File: config.mk
export PLATFORM = sky130hd
export DESIGN_NAME = branch_history_predictor
export DESIGN_NICKNAME = d
export VERILOG_FILES = /design/src/rtl/branch_history_predictor.sv
export SDC_FILE = /design/constraint.sdc
export NUM_CORES = 1
export LEC_CHECK = 0
export BUFFER_PORTS_ARGS = -buffer_cell sky130_fd_sc_hd__buf_2
export CAP_MARGIN = 20
export CORE_ASPECT_RATIO = 0.7
export CORE_UTILIZATION = 54
export CTS_BUF_LIST = sky130_fd_sc_hd__clkbuf_4 sky130_fd_sc_hd__clkbuf_8
export DETAILED_ROUTE_END_ITERATION = 7
export PLACE_DENSITY = 0.83
export SYNTH_ARGS = -nofsm -noshare
export SYNTH_HDL_FRONTEND = slang
export SYNTH_SLANG_ARGS = --single-unit
File: constraint.sdc
create_clock -name clk -period 2.6 [get_ports clk]
set_clock_uncertainty 0.1 [all_clocks]
set_input_delay 0.52 -clock clk [delete_from_list [all_inputs] [get_ports clk]]
set_output_delay 0.52 -clock clk [all_outputs]
set_load 0.005 [all_outputs]
File: src/rtl/branch_history_predictor.sv
// branch_history_predictor: 2-bit saturating-counter predictor with same-index forwarding and mispredict redirect.
// Optional statistics counters are enabled by defining BRANCH_PREDICTOR_STATS_EN.
module branch_history_predictor #(
  parameter int         INDEX_BITS = 4,
  parameter logic [1:0] INIT_STATE = 2'b01
) (
  input  logic        clk,
  input  logic        rst_n,
  input  logic        i_lookup_valid,
  input  logic [31:0] i_lookup_pc,
  input  logic [31:0] i_lookup_offset,
  output logic        o_predict_valid,
  output logic        o_predict_taken,
  output logic [31:0] o_predict_target,
  input  logic        i_resolve_valid,
  input  logic [31:0] i_resolve_pc,
  input  logic        i_resolve_taken,
  input  logic        i_resolve_predicted,
  input  logic [31:0] i_resolve_target,
  output logic        o_mispredict,
  output logic [31:0] o_redirect_pc
`ifdef BRANCH_PREDICTOR_STATS_EN
  ,
  output logic [31:0] o_stat_branches,
  output logic [31:0] o_stat_mispredicts
`endif
);
  localparam int N = 1 << INDEX_BITS;
  logic [1:0]            r_ctr [N];
  logic [INDEX_BITS-1:0] w_lidx, w_ridx;
  logic [1:0]            w_cur, w_upd, w_eff;
  logic                  w_mis;
  assign w_lidx = i_lookup_pc[INDEX_BITS+1:2];
  assign w_ridx = i_resolve_pc[INDEX_BITS+1:2];
  assign w_cur  = r_ctr[w_ridx];
  assign w_upd  = i_resolve_taken ? ((w_cur == 2'd3) ? 2'd3 : w_cur + 2'd1)
                                  : ((w_cur == 2'd0) ? 2'd0 : w_cur - 2'd1);
  // a resolve to the same entry in this cycle is forwarded into the lookup
  assign w_eff  = (i_resolve_valid && w_ridx == w_lidx) ? w_upd : r_ctr[w_lidx];
  assign w_mis  = i_resolve_valid & (i_resolve_taken ^ i_resolve_predicted);
  // counter table training on resolved branches
  always_ff @(posedge clk or negedge rst_n) begin
    if (!rst_n) begin
      for (int i = 0; i < N; i++) r_ctr[i] <= INIT_STATE;
    end else if (i_resolve_valid) begin
      r_ctr[w_ridx] <= w_upd;
    end
  end
  // registered prediction for the fetch stage
  always_ff @(posedge clk or negedge rst_n) begin
    if (!rst_n) begin
      o_predict_valid  <= 1'b0;
      o_predict_taken  <= 1'b0;
      o_predict_target <= 32'd0;
    end else begin
      o_predict_valid <= i_lookup_valid;
      if (i_lookup_valid) begin
        o_predict_taken  <= w_eff[1];
        o_predict_target <= i_lookup_pc + i_lookup_offset;
      end
    end
  end
  // mispredict pulse and corrected next PC
  always_ff @(posedge clk or negedge rst_n) begin
    if (!rst_n) begin
      o_mispredict  <= 1'b0;
      o_redirect_pc <= 32'd0;
    end else begin
      o_mispredict <= w_mis;
      if (i_resolve_valid) o_redirect_pc <= i_resolve_taken ? i_resolve_target : i_resolve_pc + 32'd4;
    end
  end
`ifdef BRANCH_PREDICTOR_STATS_EN
  // resolved-branch and mispredict event counters
  always_ff @(posedge clk or negedge rst_n) begin
    if (!rst_n) begin
      o_stat_branches    <= 32'd0;
      o_stat_mispredicts <= 32'd0;
    end else begin
      if (i_resolve_valid) o_stat_branches <= o_stat_branches + 32'd1;
      if (w_mis) o_stat_mispredicts <= o_stat_mispredicts + 32'd1;
    end
  end
`endif
endmodule

* Yosys cells after proc, flatten, opt, wreduce, memory -nomap -nowiden
Index checks and enable logic that the tools add are counted.
** Operators by class
- Equal/unequal tests :: 2
- Bitwise logic cells :: 4
- Shift-type cells :: 0
- Multipliers :: 0
- Reduce and logical (&&, ||, !) cells :: 3
- Add/subtract/negate cells :: 4
- Muxes and demuxes :: 14
- $lt $le $gt $ge :: 3
- Divide/modulo/power cells :: 0
** Operators with widths (count)
- $add A32 B3 Y32 const B :: 1
- $add A32 B32 Y32 :: 1
- $bwmux W32 :: 1
- $mux W32 :: 1
- $mux W2 :: 9
- $bmux W2 S4 :: 2
- $ge A5 B5 Y1 const B :: 2
- $not A4 Y5 :: 2
- $demux W2 S4 :: 1
- $lt A5 B1 Y1 const B :: 1
- $eq A4 B4 Y1 :: 1
- $add A2 B1 Y2 const B :: 1
- $eq A2 B2 Y1 const B :: 1
- $logic_and A1 B1 Y1 :: 2
- $logic_not A2 Y1 :: 1
- $sub A2 B1 Y2 const B :: 1
- $and A1 B1 Y1 :: 1
- $xor A1 B1 Y1 :: 1
** Word-level totals
- Bits of input ports :: 134
- Word-level logic and storage cells :: 51
- Bits in read-only memories :: 0
- Memories kept :: 0
- RAM bits :: 0
- Bits in registers :: 99
- Bits in latches :: 0
- Output and inout bits :: 67

* Longest topological paths before layout
- Word-level depth :: 8
- Gate-level depth with buffers :: 9
- Depth with buffers taken out :: 9

* Worst setup path after synthesis
OpenSTA, ideal clock, no wires.
- Kind :: input -> register
- From :: input i_lookup_pc[0]
- To :: register o_predict_target[22]
- Buffers on the path :: 0
- Required time :: 2.375 ns
- Arrival :: 2.518 ns
- Path slack :: -0.143 ns
- Library setup time :: 0.125 ns
- Stages :: 9
- Cells stage by stage :: ha_1 > fa_1 > a21oi_1 > o221ai_1 > a21oi_1 > o21ai_0 > a21boi_0 > xnor2_1 > mux2_2
** On the way
- Word-level cells in the longest chain between the ends :: 1
** Ends and longest elaborated chain
- start: declaration :: line 10 : input logic [31:0] i_lookup_pc,
- $add A32 B32 Y32 :: line 59 : o_predict_target <= i_lookup_pc + i_lookup_offset;
- end signal: assignment :: line 59
- end: declaration :: line 14 : output logic [31:0] o_predict_target,
No other way between the ends.
A chain may end at the register's enable or synchronous reset.

* Final worst setup path
- From :: input i_lookup_pc[18]
- To :: register o_predict_target[25]
Same word-level chain as after synthesis.

==> impl_metrics.json <==
{
  "clk_path_buf_depth": 2,
  "initial_utilization_pct": 56.2,
  "finalSetupViolations": 0,
  "ir_drop_v": 0.000320,
  "mostFrequentLayoutCells": "buf_2 (199), dfrtp_1 (83), buf_4 (79)",
  "critical_path_peak_fanout": 3,
  "max_cap_violations": 0,
  "critPathKind": "input pin to register",
  "avgSynthCellArea_sq_um": 9.85,
  "worstMarginPinSlew_ps": 553,
  "setup_tns_ps": 0,
  "layout_min_cycle_time_ps": 2490,
  "io_buffers": 200,
  "clk_latency_ps": 370,
  "hold_buffers": 0,
  "track_usage_pct": 29.0,
  "grt_start_max_net_pins": 44,
  "arrival_ps": 2640,
  "vias_per_cell": 5.74,
  "grt_pass1_vias": 5927,
  "layout-drive-gt1-share_pct": 43.1,
  "internal_power_mw": 3.30,
  "setup.worst_path.start": "i_lookup_pc[18]",
  "p_sw_mw": 1.60,
  "syn_to_final_growth_pct": 28.7,
  "routed_wl_mm": 18.3,
  "dp_hpwl_mm": 14.6,
  "drtPass1Iterations": 4,
  "status": "completed",
  "grt_setup_unrepaired": "no",
  "ys.flop_type": "dfrtp_1",
  "clock-root-buffer": "clkbuf_8",
  "hold_viol": 0,
  "ys_seq_elements": 99,
  "routedWlPerCell_um": 16.6,
  "critPathCaptureType": "register",
  "syn_inst": 678,
  "p_clk_share_pct": 22.1,
  "post-route-period-util_pct": 95.7,
  "synth_top_cell_by_area": "dfrtp_1",
  "final_common_cell": "buf_2",
  "io_pins": 201,
  "cts_buffers": 9,
  "swShare_pct": 32.6,
  "gr-total-overflow": 0,
  "clock-sinks": 99,
  "clk_pin_slew_ps": 110,
  "antenna_cells": 0,
  "pwr-share-comb_pct": 33.9,
  "p_seq_share_pct": 44.0,
  "synth_cell_type_count": 57,
  "rr_worst_depth": 6,
  "p_total_mw": 4.89,
  "core-area_sq_mm": 0.0119,
  "syn_area_sq_mm": 0.00668,
  "gp_congestion": 0.947,
  "fill_cells": 905,
  "drc": 0,
  "powerDensity_mw_per_mm2": 569,
  "r2r_slack_ps": 220,
  "ant_nets": 0,
  "h-tree-depth": 3,
  "die_width_um": 135,
  "synthTopCellsByArea": "dfrtp_1 (31%), mux2_2 (12%), ha_1 (6.6%)",
  "slew_headroom_pct": 63.1,
  "chipHeight_um": 95.1,
  "grt_pass1_wl_mm": 29.2,
  "hp-class": "input pin to async pin",
  "num_vias": 6308,
  "async_flop_share_pct": 100,
  "fmax_mhz": 402,
  "syn_nets": 848,
  "detail_route.iter0.violations": 390,
  "synth.top_cell.area_share_pct": 31.1,
  "critPathLaunchType": "input pin",
  "rows": 33,
  "p_leak_nw": 4.07,
  "seq_area_frac_synth_pct": 37.4,
  "antenna_found_initial": 0,
  "drv_slew": 0,
  "ys_warn_count": 0,
  "timing.rr.start": "r_ctr[8]",
  "cts_tree": "yes",
  "timing.rr.end": "r_ctr[31]",
  "synth_edf_count": 0,
  "dieArea_sq_mm": 0.0128,
  "layout.nets": 1106,
  "critPathRequiredTime_ps": 2750
}
-- synth_stat cells, drive strengths merged, types with 3 or more instances --
| library cell | count |
|---|---|
| a21oi | 45 |
| and2 | 4 |
| nand2 | 55 |
| and4 | 6 |
| inv | 26 |
| xnor2 | 37 |
| a211oi | 5 |
| mux2i | 8 |
| o21ai | 49 |
| and3 | 10 |
| o211ai | 8 |
| a21o | 5 |
| nor3 | 5 |
| xor2 | 20 |
| o22ai | 12 |
| nor2b | 9 |
| ha | 35 |
| buf | 9 |
| mux4 | 12 |
| nand4 | 14 |
| clkbuf | 23 |
| mux2 | 69 |
| nand3 | 31 |
| o311ai | 3 |
| or3 | 3 |
| o21bai | 4 |
| dfrtp | 83 |
| dfstp | 16 |
| a21boi | 5 |
| nor2 | 34 |
| a31oi | 6 |
-- metal layers --
metal / GRT usage [%] / vias to the layer above / routed length (um)
met2: 46.0 / 297 / 8230
li1: - / 2994 / -
met1: 42.0 / 3003 / 8460
met3: 5.37 / 14 / 1450
met5: 0 / - / 0
met4: 5.52 / 0 / 121
-- repair_timing --
action / 4_1_cts / 5_1_grt
setup buffers: 0 / 0
setup endpoints to repair: 0 / 5
gates resized for setup: 0 / 2
-- final cells by class --
cell class	instances	area (sq um)	area share, %
Multi-Input combinational cell	521	3990	46.4
Sequential cell	99	2500	29.0
Timing Repair Buffer	279	1610	18.7
Tap cell	157	196	2.28
Clock buffer	9	124	1.44
Inverter	26	97.6	1.14
Clock inverter	7	87.6	1.02
-- power groups by stage --
stage          clock, mW  sequential, mW  combinational [mW]
2_1_floorplan          0            2.13               0.961
3_3_place_gp           0            2.16                1.60
3_5_place_dp           0            2.17                1.65
4_1_cts             1.11            2.15                1.66
5_1_grt             1.18            2.20                1.81
6_report            1.08            2.15                1.66
-- flip-flops by register name, summed over array words and instances (netlist names) --
| register | flops |
|---|---|
| o_predict_taken | 1 |
| r_ctr | 32 |
| o_predict_target | 32 |
| o_mispredict | 1 |
| o_predict_valid | 1 |
| o_redirect_pc | 32 |
-- logic make-up after synthesis --
group | Yosys count | share of synthesized area [%]
xor+xnor | 57 | 7.47
mux | 89 | 16.9
buf+inv | 58 | 3.45
simple gates | 179 | 13.2
compound gates | 158 | 14.4
fa+ha+maj | 38 | 7.19
flops | 99 | 37.4
-- worst max-delay path by stage --
stage | end
after CTS | o_predict_target[22]
after global placement | o_predict_target[26]
after floorplan | o_predict_target[25]
after detailed placement | o_predict_target[22]
after global routing | o_predict_target[25]
final | o_predict_target[25]
-- worst max-delay path, stage by stage --
cell      delay [ps]
buf_2            100
ha_1             330
a21oi_1          280
o21ai_0          150
a31oi_1          150
o21ai_0          150
o21ai_1          220
or4b_2           610
o311ai_0         140
-- through the flow --
| stage | instance area [sq um] | util (%) | hold WS [ps] | cells | setup WS (ps) |
|---|---|---|---|---|---|
| floorplan | 6710 | - | 124 | 678 | 8.93 |
| global placement | 8380 | 70.5 | 375 | 1082 | -205 |
| detailed placement | 8380 | 70.5 | 375 | 1082 | -283 |
| CTS | 8590 | 72.3 | 28.7 | 1098 | 120 |
| global route | 8600 | 72.3 | 44.9 | 1098 | 1.28 |
| finish | 8600 | 72.3 | 27.7 | 1098 | 111 |
No activity file was read; power rests on OpenSTA's default activity.
